## src/rtl/wback_queue_pkg.sv

```systemverilog
// Shared writeback definitions: load funct3 encodings, GPR address width, access-size helper.
// Pure declarations; no latency and no flow control.
package wback_queue_pkg;

    localparam int GPR_AW = 5;

    typedef enum logic [2:0] {
        LB  = 3'b000,
        LH  = 3'b001,
        LW  = 3'b010,
        LD  = 3'b011,
        LBU = 3'b100,
        LHU = 3'b101,
        LWU = 3'b110
    } load_type_e;

    // log2 of the access size in bytes; the unsigned variants share the signed ones' low bits
    function automatic logic [1:0] load_size_log2(input logic [2:0] funct3);
        return funct3[1:0];
    endfunction

endpackage

```

## src/rtl/wback_load_fmt.sv

```systemverilog
// Load formatter: byte-lane select plus sign/zero extension of a raw aligned memory word.
// Latency: purely combinational. Backpressure: none (no handshake).
module wback_load_fmt
    import wback_queue_pkg::*;
#(
    parameter int XLEN = 32
) (
    input  logic [XLEN-1:0]           mem_result_i,
    input  logic [2:0]                load_type_i,
    input  logic [$clog2(XLEN/8)-1:0] load_off_i,
    output logic [XLEN-1:0]           load_data_o
);

    localparam int OW = $clog2(XLEN/8);
    localparam int SW = $clog2(XLEN);

    logic [1:0]      size_log2;
    logic [OW-1:0]   lane_off;
    logic [SW-1:0]   shamt;
    logic [XLEN-1:0] lane;

    always_comb begin
        size_log2   = load_size_log2(load_type_i);
        // Misaligned offsets are not trapped: the low offset bits are simply dropped.
        lane_off    = (load_off_i >> size_log2) << size_log2;
        shamt       = {lane_off, 3'b000};
        lane        = mem_result_i >> shamt;
        load_data_o = '0;
        case (load_type_i)
            LB:      load_data_o = XLEN'($signed(lane[7:0]));
            LH:      load_data_o = XLEN'($signed(lane[15:0]));
            LW:      load_data_o = XLEN'($signed(lane[31:0]));
            LBU:     load_data_o = XLEN'(lane[7:0]);
            LHU:     load_data_o = XLEN'(lane[15:0]);
            LD:      if (XLEN == 64) load_data_o = lane;
            LWU:     if (XLEN == 64) load_data_o = XLEN'(lane[31:0]);
            default: load_data_o = '0;
        endcase
    end

endmodule

```

## src/rtl/wback_queue.sv

```systemverilog
// Writeback queue: DEPTH-entry FIFO from MEM to GPR/CSR write ports with RAW hazard report (forwarding under WBACK_QUEUE_BYPASS_EN).
// Latency: entry pushed at edge N is at the head from N+1; write strobes are combinational on the pop handshake.
// Backpressure: ready_pre_o = !full from registered count only; a full queue refuses pushes even when popping.
module wback_queue
    import wback_queue_pkg::*;
#(
    parameter int XLEN   = 32,
    parameter int DEPTH  = 4,
    parameter int CSR_AW = 12
) (
    input  logic                      clock,
    input  logic                      reset,
    input  logic                      valid_pre_i,
    output logic                      ready_pre_o,
    output logic                      valid_post_o,
    input  logic                      ready_post_i,
    input  logic                      wsel_i,
    input  logic                      wena_i,
    input  logic [GPR_AW-1:0]         waddr_i,
    input  logic [XLEN-1:0]           alu_result_i,
    input  logic [XLEN-1:0]           mem_result_i,
    input  logic [2:0]                load_type_i,
    input  logic [$clog2(XLEN/8)-1:0] load_off_i,
    input  logic                      csr_wena_i,
    input  logic [CSR_AW-1:0]         csr_waddr_i,
    input  logic [XLEN-1:0]           csr_wdata_i,
    output logic                      wena_o,
    output logic [GPR_AW-1:0]         waddr_o,
    output logic [XLEN-1:0]           wdata_o,
    output logic                      csr_wena_o,
    output logic [CSR_AW-1:0]         csr_waddr_o,
    output logic [XLEN-1:0]           csr_wdata_o,
    input  logic [GPR_AW-1:0]         rs1_i,
    input  logic [GPR_AW-1:0]         rs2_i,
    output logic [1:0]                hazard_o,
`ifdef WBACK_QUEUE_BYPASS_EN
    output logic [XLEN-1:0]           fwd1_o,
    output logic [XLEN-1:0]           fwd2_o,
    output logic [1:0]                fwd_hit_o,
`endif
    output logic [$clog2(DEPTH):0]    count_o
);

    localparam int PW = $clog2(DEPTH);

    typedef struct packed {
        logic              wena;
        logic [GPR_AW-1:0] waddr;
        logic [XLEN-1:0]   wdata;
        logic              csr_wena;
        logic [CSR_AW-1:0] csr_waddr;
        logic [XLEN-1:0]   csr_wdata;
    } entry_t;

    entry_t          mem_q [DEPTH];
    logic [DEPTH-1:0] vld_q;
    logic [PW-1:0]   wr_ptr_q;
    logic [PW-1:0]   rd_ptr_q;
    logic [PW:0]     count_q;

    logic            full;
    logic            empty;
    logic            push;
    logic            pop;
    entry_t          head;
    entry_t          push_entry;
    logic [XLEN-1:0] load_data;
    logic [1:0]      rs_match;

    wback_load_fmt #(
        .XLEN (XLEN)
    ) u_load_fmt (
        .mem_result_i (mem_result_i),
        .load_type_i  (load_type_i),
        .load_off_i   (load_off_i),
        .load_data_o  (load_data)
    );

    assign full  = (count_q == (PW+1)'(DEPTH));
    assign empty = (count_q == '0);
    assign push  = valid_pre_i & ~full;
    assign pop   = ~empty & ready_post_i;

    always_comb begin
        push_entry           = '0;
        push_entry.wena      = wena_i & (waddr_i != '0);
        push_entry.waddr     = waddr_i;
        push_entry.wdata     = wsel_i ? load_data : alu_result_i;
        push_entry.csr_wena  = csr_wena_i;
        push_entry.csr_waddr = csr_waddr_i;
        push_entry.csr_wdata = csr_wdata_i;
    end

    // Push and pop never hit the same slot: that would need count 0 (no pop) or DEPTH (no push).
    always_ff @(posedge clock or negedge reset) begin
        if (!reset) begin
            wr_ptr_q <= '0;
            rd_ptr_q <= '0;
            count_q  <= '0;
            vld_q    <= '0;
        end else begin
            if (push) begin
                wr_ptr_q        <= wr_ptr_q + PW'(1);
                vld_q[wr_ptr_q] <= 1'b1;
            end
            if (pop) begin
                rd_ptr_q        <= rd_ptr_q + PW'(1);
                vld_q[rd_ptr_q] <= 1'b0;
            end
            case ({push, pop})
                2'b10:   count_q <= count_q + (PW+1)'(1);
                2'b01:   count_q <= count_q - (PW+1)'(1);
                default: count_q <= count_q;
            endcase
        end
    end

    always_ff @(posedge clock) begin
        if (push) mem_q[wr_ptr_q] <= push_entry;
    end

    assign head         = mem_q[rd_ptr_q];
    assign ready_pre_o  = ~full;
    assign valid_post_o = ~empty;
    assign count_o      = count_q;

    assign wena_o      = ~empty & head.wena & ready_post_i;
    assign csr_wena_o  = ~empty & head.csr_wena & ready_post_i;
    assign waddr_o     = empty ? '0 : head.waddr;
    assign wdata_o     = empty ? '0 : head.wdata;
    assign csr_waddr_o = empty ? '0 : head.csr_waddr;
    assign csr_wdata_o = empty ? '0 : head.csr_wdata;

`ifdef WBACK_QUEUE_BYPASS_EN
    logic [XLEN-1:0] fwd1;
    logic [XLEN-1:0] fwd2;
`endif
    logic [PW-1:0]   slot;

    // Scan oldest to youngest so the last match seen is the youngest one.
    always_comb begin
        rs_match = '0;
        slot     = '0;
`ifdef WBACK_QUEUE_BYPASS_EN
        fwd1     = '0;
        fwd2     = '0;
`endif
        for (int k = 0; k < DEPTH; k++) begin
            slot = rd_ptr_q + PW'(k);
            if (vld_q[slot] && mem_q[slot].wena) begin
                if (rs1_i != '0 && mem_q[slot].waddr == rs1_i) begin
                    rs_match[0] = 1'b1;
`ifdef WBACK_QUEUE_BYPASS_EN
                    fwd1 = mem_q[slot].wdata;
`endif
                end
                if (rs2_i != '0 && mem_q[slot].waddr == rs2_i) begin
                    rs_match[1] = 1'b1;
`ifdef WBACK_QUEUE_BYPASS_EN
                    fwd2 = mem_q[slot].wdata;
`endif
                end
            end
        end
    end

`ifdef WBACK_QUEUE_BYPASS_EN
    // Every pending result already sits in the queue, so every match is forwardable.
    assign fwd_hit_o = rs_match;
    assign fwd1_o    = fwd1;
    assign fwd2_o    = fwd2;
    assign hazard_o  = rs_match & ~fwd_hit_o;
`else
    assign hazard_o  = rs_match;
`endif

endmodule
```

## config.mk

```make
export PLATFORM = sky130hd
export DESIGN_NAME = wback_queue
export DESIGN_NICKNAME = d
export VERILOG_FILES = /design/src/rtl/wback_queue_pkg.sv /design/src/rtl/wback_load_fmt.sv /design/src/rtl/wback_queue.sv
export SDC_FILE = /design/constraint.sdc
export NUM_CORES = 1
export LEC_CHECK = 0
export CAP_MARGIN = 0
export CORE_ASPECT_RATIO = 1.4
export CORE_UTILIZATION = 54
export DETAILED_ROUTE_END_ITERATION = 8
export PLACE_DENSITY = 0.88
export SYNTH_ARGS = -nofsm -noshare
export SYNTH_HDL_FRONTEND = slang
export SYNTH_HIERARCHICAL = 1
export SYNTH_SLANG_ARGS = --single-unit
```

## constraint.sdc

```tcl
create_clock -name clock -period 5 [get_ports clock]
set_clock_uncertainty 0.1 [all_clocks]
set_input_delay 1.5 -clock clock [delete_from_list [all_inputs] [get_ports clock]]
set_output_delay 1.5 -clock clock [all_outputs]
set_load 0.02 [all_outputs]
```

==> flow_metrics.tcl <==
set metrics [dict create \
    wire_length_of_the_first_global_routing_pass_mm 50.2 \
    fillers 1868 \
    final.setup.tns_ns 0 \
    first_global_vias 9095 \
    gpl.final_weighted_congestion 0.918 \
    power.leakage_nw 6.36 \
    multi_input_combinational_cell_area_um2 4960 \
    totalWireLength_mm 32.7 \
    area_growth_pct 24.3 \
    worstHoldPathType "reg2reg" \
    timing.final.hold_violations 0 \
    post-synth-top-area-cell "sky130_fd_sc_hd__edfxtp_1" \
    rsz0062_at_grt "false" \
    initial_drt_pass_iterations 5 \
    critical_path.top_delay_family "buffers and inverters" \
    die_width_um 145 \
    slowest_delay_ns 0.59 \
    whs_ns 0.408 \
    synth_top_flop_cell "sky130_fd_sc_hd__edfxtp_1" \
    cts_max_path_buffers 3 \
    numCtsBuffers 30 \
    clock_insertion_delay_worst_skew_ns 0.56 \
    fp.dieH_um 203 \
    io_pins 225 \
    numClockSinks 343 \
    yosys-top-cells-area "sky130_fd_sc_hd__edfxtp_1, sky130_fd_sc_hd__mux4_2, sky130_fd_sc_hd__and2_1" \
    grt_remaining_overflow 0 \
    tritoncts "built" \
    clk_root_buffer_cell "sky130_fd_sc_hd__clkbuf_16" \
    layout_setup_ws_ns 0.187 \
    drt_iter0_drc 552 \
    fin_crit_sh_pct 96.3 \
    timing.critical_path.slowest_stage_cell "sky130_fd_sc_hd__clkdlybuf4s50_1" \
    pwr_density_cell_nw_per_um2 606 \
    worst_r2r_startpoint "count_o[2]" \
    largest_net_degree_at_the_start_of_global_routing 65 \
    dp_hpwl_mm 20.7 \
    max-cap-violations 0 \
    seq_area_frac_synth_pct 65.8 \
    placementRows 73 \
    r2r.worst_path.cells 9 \
    post_dp_cell_area_um2 18200 \
    startpoint "rd_ptr_q[1]" \
    grt_antenna_before_repair 2 \
    worstPathCellList "buf_4 > buf_6 > mux4_2 > and2_1 > clkdlybuf4s50_1" \
    timing.critical_path.depth 5 \
    syn_area_um2 15600 \
    vias_per_cell 5.94 \
    synth_warnings 6 \
    final-seq-area_um2 10300 \
    cts_hold_buf 0 \
    via_count 8684 \
    syn_inst 851 \
    synth-edff-count 332 \
    final_cell_area_um2 19300 \
    dieArea_um2 29500 \
    post_synth.cell_area_avg_um2 18.3 \
    critPathMaxFanout 47 \
    maxClockFrequency_mhz 208 \
    starting_density_pct 54.8 \
    synth_nets 996 \
    finalPower_mw 11.7 \
    drtAntennaViolNets 0 \
    crit_path_buf_inv_count 3 \
    ys_async_sr_fraction_pct 3.21 \
    coreArea_um2 28400 \
    start_kind "flop" \
    worst_pin_slew_ns 0.706 \
    setup.worst_path.end_class "primary output" \
    setup_viol 0 \
    worst_vdd_ir_v 0.000323 \
    hold-path-cell-count 1 \
    run_status "complete, no violations" \
    post-route-min-period_ns 4.81 \
    relSlewSlack_pct 52.7 \
    worst-setup-path-type "reg2out" \
    place_worst_setup_slack_ns -0.104 \
    clock_tree.htree_level_count 1 \
    synth.ff_latch_count 343 \
    synth.lib_cells_used.distinct 52 \
    clkTransAtPathRegs_ns 0.07 \
    fin_nets 1208 \
    fraction_of_layout_instances_using_a_drive_strength_above_1_pct 20.6 \
    critPathRequiredTime_ns 3.40 \
    crit_arrival_ns 3.21 \
    synth_largest_type_area_fraction_pct 64.1 \
    remaining_drc_errors 0 \
    globalRouteTotalUtil_pct 22.5 \
    portBuffers 224 \
    slew_viol_final 0 \
    routed_length_per_placed_instance_um 22.3 \
    timing.hold.worst.start "count_o[0]" \
]
-- synth_stat cells, types with 7 or more instances --
| master | instances |
|---|---|
| sky130_fd_sc_hd__mux4_2 | 100 |
| sky130_fd_sc_hd__xnor2_1 | 27 |
| sky130_fd_sc_hd__a31oi_1 | 11 |
| sky130_fd_sc_hd__mux2_2 | 32 |
| sky130_fd_sc_hd__buf_2 | 18 |
| sky130_fd_sc_hd__o21ai_1 | 12 |
| sky130_fd_sc_hd__edfxtp_1 | 332 |
| sky130_fd_sc_hd__o22ai_1 | 8 |
| sky130_fd_sc_hd__a2bb2oi_1 | 11 |
| sky130_fd_sc_hd__clkbuf_1 | 26 |
| sky130_fd_sc_hd__dfrtp_1 | 11 |
| sky130_fd_sc_hd__ha_1 | 9 |
| sky130_fd_sc_hd__and2_1 | 99 |
| sky130_fd_sc_hd__nand2_1 | 9 |
| sky130_fd_sc_hd__xor2_1 | 18 |
| sky130_fd_sc_hd__nor4bb_1 | 7 |
| sky130_fd_sc_hd__inv_1 | 9 |
| sky130_fd_sc_hd__o21ai_0 | 9 |
| sky130_fd_sc_hd__a41oi_1 | 16 |
| sky130_fd_sc_hd__buf_1 | 7 |
-- layer usage --
metal / global-route usage, % / up-vias / part of all wire [%] / wire (um)
met5: 0 / - / 0 / 0
met4: 12.6 / 0 / 5.1 / 1660
met3: 3.26 / 93 / 5.5 / 1780
met2: 40.8 / 324 / 53 / 17400
met1: 25.4 / 4422 / 36 / 11800
li1: - / 3845 / - / -
-- where the power goes --
part	internal (mW)	total (mW)	switching [mW]
clock	1.53	2.56	1.02
combinational	2.55	5.17	2.62
sequential	3.82	3.99	0.170
-- worst paths after layout --
kind	to	slack [ns]
setup reg to reg	count_o[2]	2.15
setup / recovery	wdata_o[1]	0.19
hold / removal	count_o[0]	0.41
max in group asynchronous	rd_ptr_q[1]	3.21
min in group asynchronous	count_o[0]	1.18
hold reg to reg	count_o[0]	0.41
-- cells by family after synthesis --
family	after synthesis	share of synthesized area, %
flops	343	65.8
simple gates	161	6.71
mux	143	18.2
compound gates	75	3.43
buf+inv	74	2.42
xor+xnor	45	2.53
fa+ha+maj	10	0.852
-- final cells by class --
cell class                      count  area share, %
Antenna cell                        2         0.0259
Clock buffer                       34           3.96
Clock inverter                     21           1.84
Inverter                           11          0.213
Multi-Input combinational cell    434           25.7
Sequential cell                   343           53.0
Tap cell                          375           2.43
Timing Repair Buffer              243           12.9
-- stage by stage --
stage | utilization, % | instances
2_1_floorplan | - | 851
3_3_place_gp | 64.0 | 1405
3_5_place_dp | 64.0 | 1405
4_1_cts | 68.1 | 1461
5_1_grt | 68.1 | 1463
6_report | 68.1 | 1463
-- sequential cells by signal (all words and copies together) (netlist names) --
register / cells
count_o: 3
mem_q: 332
rd_ptr_q: 2
vld_q: 4
wr_ptr_q: 2
-- cells in the final DEF, fill, tap and decap left out, types with 3 or more instances in the layout --
cell and n:
sky130_fd_sc_hd__edfxtp_1 332, sky130_fd_sc_hd__clkdlybuf4s50_1 222, sky130_fd_sc_hd__mux4_2 102, sky130_fd_sc_hd__and2_1 99
sky130_fd_sc_hd__mux2_2 32, sky130_fd_sc_hd__clkbuf_16 30, sky130_fd_sc_hd__xnor2_1 27, sky130_fd_sc_hd__xor2_1 18
sky130_fd_sc_hd__a41oi_1 16, sky130_fd_sc_hd__o21ai_1 12, sky130_fd_sc_hd__a2bb2oi_1 11, sky130_fd_sc_hd__a31oi_1 11
sky130_fd_sc_hd__buf_4 11, sky130_fd_sc_hd__inv_1 9, sky130_fd_sc_hd__nand2_1 9, sky130_fd_sc_hd__o21ai_0 9
sky130_fd_sc_hd__dfrtp_1 9, sky130_fd_sc_hd__ha_1 8, sky130_fd_sc_hd__bufinv_16 8, sky130_fd_sc_hd__o22ai_1 8
sky130_fd_sc_hd__nor4bb_1 7, sky130_fd_sc_hd__nor2b_1 6, sky130_fd_sc_hd__nor2_1 5, sky130_fd_sc_hd__buf_12 5
sky130_fd_sc_hd__and3_4 4, sky130_fd_sc_hd__mux4_1 4, sky130_fd_sc_hd__nand4_1 4, sky130_fd_sc_hd__mux2i_1 4
sky130_fd_sc_hd__nor3_1 4, sky130_fd_sc_hd__a21oi_1 4, sky130_fd_sc_hd__clkbuf_1 4, sky130_fd_sc_hd__nand3_1 3
sky130_fd_sc_hd__nor4_1 3, sky130_fd_sc_hd__or4_1 3, sky130_fd_sc_hd__clkinvlp_4 3, sky130_fd_sc_hd__inv_6 3
-- timing repair --
item,CTS,global route
setup endpoints to repair,46,2
hold endpoints to repair,0,0
gates resized for setup,7,3
pin swaps,0,0
cloned,1,0
setup buffers,0,0
Power figures use the tool's default switching activity.
